`src/rtl/tt_matrix_seq.sv`:
```
// Matrix-unit instruction sequencer: decodes OPACC/CIN/COUT, tracks per-register
// accumulate latency, stalls loads/reads on busy registers, and returns load-queue responses.
module tt_matrix_seq #(
   parameter int LQ_DEPTH_LOG2 = 3,
   parameter int VLEN          = 256,
   parameter int NUM_MREGS     = 2,
   parameter int OPACC_LAT     = 3,
   localparam int MSEL_W       = (NUM_MREGS > 1) ? $clog2(NUM_MREGS) : 1
) (
   input  logic                     clk,
   input  logic                     reset,
   input  logic                     i_inst_vld,
   input  logic [31:0]              i_inst,
   input  logic [LQ_DEPTH_LOG2-1:0] i_lqid,
   output logic                     o_inst_rdy,
   output logic                     o_ab_valid,
   output logic                     o_ci_valid,
   output logic                     o_co_valid,
   output logic [MSEL_W-1:0]        o_mreg_sel,
   output logic [14:0]              o_vrf_rdaddr,
   input  logic [VLEN-1:0]          i_co_data,
   output logic                     o_mvex_lqvld,
   output logic [VLEN-1:0]          o_mvex_lqdata,
   output logic                     o_mvex_lqexc,
   output logic [LQ_DEPTH_LOG2-1:0] o_mvex_lqid,
   input  logic                     i_mvex_lqrdy
);

   localparam int CNT_W = $clog2(OPACC_LAT + 1);
   localparam logic [6:0] OPC_MATRIX = 7'h0B;
   localparam logic [2:0] F3_OPACC   = 3'd0;
   localparam logic [2:0] F3_CIN     = 3'd1;
   localparam logic [2:0] F3_COUT    = 3'd2;

   typedef enum logic [1:0] {
      ST_IDLE,
      ST_HAZ,
      ST_COWAIT,
      ST_RESP
   } state_t;

   state_t                   state_reg, state_next;
   logic [31:0]              inst_reg, inst_next;
   logic [LQ_DEPTH_LOG2-1:0] lqid_reg, lqid_next;
   logic [VLEN-1:0]          lqdata_reg, lqdata_next;
   logic                     lqexc_reg, lqexc_next;
   logic [LQ_DEPTH_LOG2-1:0] lqid_out_reg, lqid_out_next;

   logic [CNT_W-1:0]         cnt_reg  [NUM_MREGS];
   logic [CNT_W-1:0]         cnt_next [NUM_MREGS];
   logic [NUM_MREGS-1:0]     opacc_hit;

   logic [31:0]              cur_inst;
   logic [6:0]               opcode;
   logic [4:0]               c_addr, a_addr, b_addr;
   logic [2:0]               funct3;
   logic [MSEL_W-1:0]        sel;
   logic                     c_legal, illegal;
   logic [CNT_W-1:0]         tgt_cnt;
   logic                     ab_pulse, ci_pulse, co_pulse, any_pulse;
   logic                     opacc_load;
   logic                     unused_bits;

   // In HAZ the held instruction drives decode; otherwise the offered one does.
   assign cur_inst = (state_reg == ST_HAZ) ? inst_reg : i_inst;
   assign opcode   = cur_inst[6:0];
   assign c_addr   = cur_inst[11:7];
   assign funct3   = cur_inst[14:12];
   assign a_addr   = cur_inst[19:15];
   assign b_addr   = cur_inst[24:20];
   assign unused_bits = ^cur_inst[31:25];

   assign sel     = c_addr[MSEL_W-1:0];
   assign c_legal = (NUM_MREGS >= 32) || ({1'b0, c_addr} < 6'(NUM_MREGS));
   assign illegal = (opcode != OPC_MATRIX) || (funct3 > F3_COUT) || !c_legal;
   assign tgt_cnt = cnt_reg[sel];

   always_comb begin
      state_next    = state_reg;
      inst_next     = inst_reg;
      lqid_next     = lqid_reg;
      lqdata_next   = lqdata_reg;
      lqexc_next    = lqexc_reg;
      lqid_out_next = lqid_out_reg;
      ab_pulse      = 1'b0;
      ci_pulse      = 1'b0;
      co_pulse      = 1'b0;
      opacc_load    = 1'b0;
      case (state_reg)
         ST_IDLE: begin
            if (i_inst_vld) begin
               inst_next = i_inst;
               lqid_next = i_lqid;
               if (illegal) begin
                  lqdata_next   = '0;
                  lqexc_next    = 1'b1;
                  lqid_out_next = i_lqid;
                  state_next    = ST_RESP;
               end else if (funct3 == F3_OPACC) begin
                  ab_pulse   = 1'b1;
                  opacc_load = 1'b1;
               end else if (tgt_cnt == '0) begin
                  if (funct3 == F3_CIN) begin
                     ci_pulse = 1'b1;
                  end else begin
                     co_pulse   = 1'b1;
                     state_next = ST_COWAIT;
                  end
               end else begin
                  state_next = ST_HAZ;
               end
            end
         end
         ST_HAZ: begin
            if (tgt_cnt == '0) begin
               if (funct3 == F3_CIN) begin
                  ci_pulse   = 1'b1;
                  state_next = ST_IDLE;
               end else begin
                  co_pulse   = 1'b1;
                  state_next = ST_COWAIT;
               end
            end
         end
         ST_COWAIT: begin
            lqdata_next   = i_co_data;
            lqexc_next    = 1'b0;
            lqid_out_next = lqid_reg;
            state_next    = ST_RESP;
         end
         ST_RESP: begin
            if (i_mvex_lqrdy) begin
               state_next = ST_IDLE;
            end
         end
         default: state_next = ST_IDLE;
      endcase
   end

   // Busy counters: an OPACC reload takes priority over the countdown.
   generate
      for (genvar gi = 0; gi < NUM_MREGS; gi++) begin : g_cnt
         assign opacc_hit[gi] = opacc_load && (sel == MSEL_W'(gi));
         assign cnt_next[gi]  = opacc_hit[gi]           ? CNT_W'(OPACC_LAT) :
                                (cnt_reg[gi] != '0)     ? cnt_reg[gi] - CNT_W'(1) :
                                                          '0;
      end
   endgenerate

   always_ff @(posedge clk) begin
      if (reset) begin
         state_reg    <= ST_IDLE;
         inst_reg     <= '0;
         lqid_reg     <= '0;
         lqdata_reg   <= '0;
         lqexc_reg    <= 1'b0;
         lqid_out_reg <= '0;
      end else begin
         state_reg    <= state_next;
         inst_reg     <= inst_next;
         lqid_reg     <= lqid_next;
         lqdata_reg   <= lqdata_next;
         lqexc_reg    <= lqexc_next;
         lqid_out_reg <= lqid_out_next;
      end
   end

   always_ff @(posedge clk) begin
      for (int i = 0; i < NUM_MREGS; i++) begin
         if (reset) begin
            cnt_reg[i] <= '0;
         end else begin
            cnt_reg[i] <= cnt_next[i];
         end
      end
   end

   assign any_pulse     = (ab_pulse | ci_pulse | co_pulse) & ~reset;
   assign o_ab_valid    = ab_pulse & ~reset;
   assign o_ci_valid    = ci_pulse & ~reset;
   assign o_co_valid    = co_pulse & ~reset;
   assign o_mreg_sel    = any_pulse ? sel : '0;
   assign o_vrf_rdaddr  = any_pulse ? {a_addr, b_addr, c_addr} : 15'd0;
   assign o_inst_rdy    = (state_reg == ST_IDLE) & ~reset;
   assign o_mvex_lqvld  = (state_reg == ST_RESP) & ~reset;
   assign o_mvex_lqdata = lqdata_reg;
   assign o_mvex_lqexc  = lqexc_reg;
   assign o_mvex_lqid   = lqid_out_reg;

endmodule

```
`config.mk`:
```
export PLATFORM = sky130hd
export DESIGN_NAME = tt_matrix_seq
export DESIGN_NICKNAME = d
export VERILOG_FILES = /design/src/rtl/tt_matrix_seq.sv
export SDC_FILE = /design/constraint.sdc
export NUM_CORES = 1
export LEC_CHECK = 0
export CAP_MARGIN = 10
export CORE_AREA = 2 2 224 226
export DETAILED_ROUTE_END_ITERATION = 8
export DIE_AREA = 0 0 226 228
export GPL_TIMING_DRIVEN = 1
export REMOVE_ABC_BUFFERS = 1
export SYNTH_ARGS = -nofsm -noshare
export SYNTH_HDL_FRONTEND = slang
export SYNTH_SLANG_ARGS = --single-unit
```
`constraint.sdc`:
```
create_clock -name clk -period 6 [get_ports clk]
set_input_delay 1.2 -clock clk [delete_from_list [all_inputs] [get_ports clk]]
set_output_delay 1.2 -clock clk [all_outputs]
set_load 0.02 [all_outputs]
```
==> out/metrics.csv <==
stage,metric,value,unit
global_routing,GRT overflow,0,
sta,Final Skew,0.0149,ns
sta,Max Clock Freq,185,MHz
yosys,register area share after synthesis,0.613,
yosys,Synth Cell Area,9600,sq um
clocking,CTS Buffer Depth,3,
global_routing,initial antenna violation count,6,
critical_path,most frequent CP cell,clkdlybuf4s50_1,
sta,Slew headroom,0.428,
critical_path,Crit path max-delay family,buffers and inverters,
yosys,synth top area cells,"dfxtp_1 (61%), a22o_1 (23%), nand2_1 (2.6%)",
yosys,Post-Synth Simple-Gate Area,0.0597,
yosys,compound-gate portion of the synthesized area,0.267,
die,Ports,576,
yosys,Synth Register Bits,294,
routing,Routed Antenna Nets,0,
critical_path,cells along the critical path,clkdlybuf4s50_1 > nor4_2 > nand4_1 > o22ai_1 > a2bb2oi_2 > nor4_1 > clkdlybuf4s50_1,
layout,Largest register FFs,256,
clocking,"Hold-fix buffers, CTS",0,
die,core area,49300,sq um
run_status,status,finished clean,
sta,fin. max-slew vios,0,
clocking,"Gates resized, CTS repair",0,
critical_path,crit-path max FO,15,
die,Initial Utilization,0.195,
clocking,total setup buffers inserted after CTS,0,
die,die area,51500,sq um
routing,DRT iter0 DRCs,615,
clocking,Num CTS Buffers,35,
sta,unrepaired setup endpoints after global routing,false,
placement,Final Wtd Congestion,0.818,
sta,setup slack after layout,0.606,ns
clocking,CTS tree,yes,
yosys,Post-Synth Adder-Cell Area,0,
global_routing,met2 Track Usage GR,0.231,
routing,routed wire length,36300,um
critical_path,CP peak stage delay,0.69,ns
clocking,root buffer cell,clkbuf_16,
routing,routed via count,8711,
global_routing,GR met3 Demand/Resource,0.0572,
sta,hold slack,0.451,ns
pwr,clock share of power,0.330,
layout,layout cells sized above 1,0.0559,
clocking,Clock transition at path regs,0.05,ns
yosys,post-synthesis mux area share,0.0237,
clocking,Worst-Skew Late Latency,0.53,ns
critical_path,startpoint types,primary input,
pwr,P_int,0.00473,W
clocking,Clock Sinks,294,
sta,final setup TNS,0,ns
routing,DRC violations left,0,
pwr,PD cells,402,nW/um^2
yosys,largest family of logic cells by synthesized area,compound AO/OA/AOI/OAI gates,
yosys,Yosys top cell area share,0.613,
placement,pre-CTS setup slack,0.665,ns
routing,vias per cell,4.25,
placement,I/O Buffers,568,
yosys,Gate Count Post-Synth,820,
yosys,xor-xnor portion of the synthesized cell area,0,
layout,fin nets,1652,
sta,Period minus WS final,5.39,ns
placement,count of placed standard cells including taps,1992,
sta,final setup vio count,0,
pwr,combinational group share of total power,0.308,
yosys,Yosys top cell by area,dfxtp_1,
global_routing,vias in the first global route,8878,
placement,post-DP HPWL,26100,um
pwr,Peak VDD IR,0.000224,V
global_routing,largest net degree at the start of global routing,157,
pwr,sw frac,0.314,
die,Die W,226,um
routing,wire per inst,17.7,um
layout,"Cell Count, Final, Fillers Out",2051,
layout,"commonest non-fill, non-tap cell in the layout",clkdlybuf4s50_1,
job,number of max-cap violations,0,
layout,# fillers,4898,
yosys,Netlist cell types,40,
critical_path,critical path arrival,4.19,ns
die,Die Height,228,um
global_routing,GRT Overall Usage,0.135,
clocking,H-tree depth,2,
layout,Final Util,0.347,
critical_path,Worst Path Buf+Inv,2,
routing,DR pass1 iterations,4,
yosys,synth warn,0,
pwr,Leakage,6.37,nW
yosys,Synth Area per Inst,11.7,sq um
global_routing,global-route wire length before repair,54000,um
critical_path,Worst EP required,4.80,ns
critical_path,CP endpoint kind,output pin,
global_routing,met1 usage,0.154,
pwr,sw power,0.00216,W
global_routing,busiest grt layer,met2,
worst_hold_path,worst min-delay path class,flop to flop,
die,Row Count,82,
sta,fin crit share,0.899,
pwr,Seq pwr share,0.363,
layout,most frequent cells in the layout,"clkdlybuf4s50_1 (567), dfxtp_1 (294), a22o_1 (257)",
sta,Worst-Margin Slew,0.859,ns
layout,Layout area overhead,78.6,%
critical_path,CP max stage cell,clkdlybuf4s50_1,
sta,Final Hold Fails,0,
critical_path,Setup CP Type,primary input to output pin,
## per-stage QoR
| stage | total power (W) | instance area (sq um) |
|---|---|---|
| floorplan | 0.00360 | 9260 |
| global placement | 0.00465 | 15900 |
| detailed placement | 0.00466 | 15900 |
| CTS | 0.00699 | 17100 |
| global route | 0.00722 | 17100 |
| finish | 0.00689 | 17100 |
## metal layers
metal	share of wire	wire, um
met5	0.00066	24
met4	0.017	622
met3	0.096	3490
met2	0.49	17800
met1	0.40	14400
## cell families (layout without fill, tap and decap cells)
logic type | count (synthesis) | after routing
flops | 294 | 294
mux | 21 | 21
compound gates | 309 | 309
buf+inv | 78 | 636
other cells | 0 | 1
simple gates | 118 | 118
## synthesized netlist by cell type, drive strengths merged
library cell and instances:
a2111oi 1, a211oi 4, a21oi 32, a22o 257
a2bb2oi 2, a41oi 1, and2 2, and3 1
and4bb 1, buf 33, clkbuf 43, dfxtp 294
inv 2, mux2 1, mux2i 20, nand2 66
nand2b 5, nand3 3, nand3b 1, nand4 1
nor2 11, nor2b 2, nor3 2, nor3b 1
nor4 17, nor4b 4, o211ai 3, o21a 1
o21ai 4, o21ba 1, o22ai 3, or3 1
## power by group through the flow
stage / Clock, W / Sequential, W / Combinational [W]
4_1_cts: 0.00235 / 0.00250 / 0.00214
2_1_floorplan: 0 / 0.00288 / 0.000723
5_1_grt: 0.00243 / 0.00254 / 0.00224
6_report: 0.00227 / 0.00250 / 0.00212
3_5_place_dp: 0 / 0.00253 / 0.00213
3_3_place_gp: 0 / 0.00253 / 0.00212
## cell type report
class | instances | area, sq um | share of cell area
antenna | 1 | 2.50 | 0.000146
clock buffer | 45 | 1010 | 0.0592
clock inverter | 13 | 219 | 0.0128
inverter | 2 | 7.51 | 0.000438
multi-input combinational | 448 | 3380 | 0.197
sequential | 294 | 5890 | 0.343
tap | 672 | 841 | 0.0491
timing repair buffer | 576 | 5790 | 0.338
## tightest hold or removal path: stages, from the launching register on
cell and delay [ns]:
dfxtp_1 0.30, nand2_1 0.05, a21oi_1 0.05
## path summary, 6_finish.rpt
path | slack (ns) | end | start | depth (start not counted)
max reg2reg | 3.57 | state_reg[0]$_SDFFE_PP0P_ | state_reg[1]$_SDFFE_PP0P_ | 5
max | 0.61 | o_vrf_rdaddr[0] | i_inst[9] | 7
min reg2reg | 0.45 | lqid_reg[1]$_SDFFE_PP0P_ | lqid_reg[1]$_SDFFE_PP0P_ | 2
min | 0.45 | lqid_reg[1]$_SDFFE_PP0P_ | lqid_reg[1]$_SDFFE_PP0P_ | 2
No activity file was read; power rests on OpenSTA's default activity.
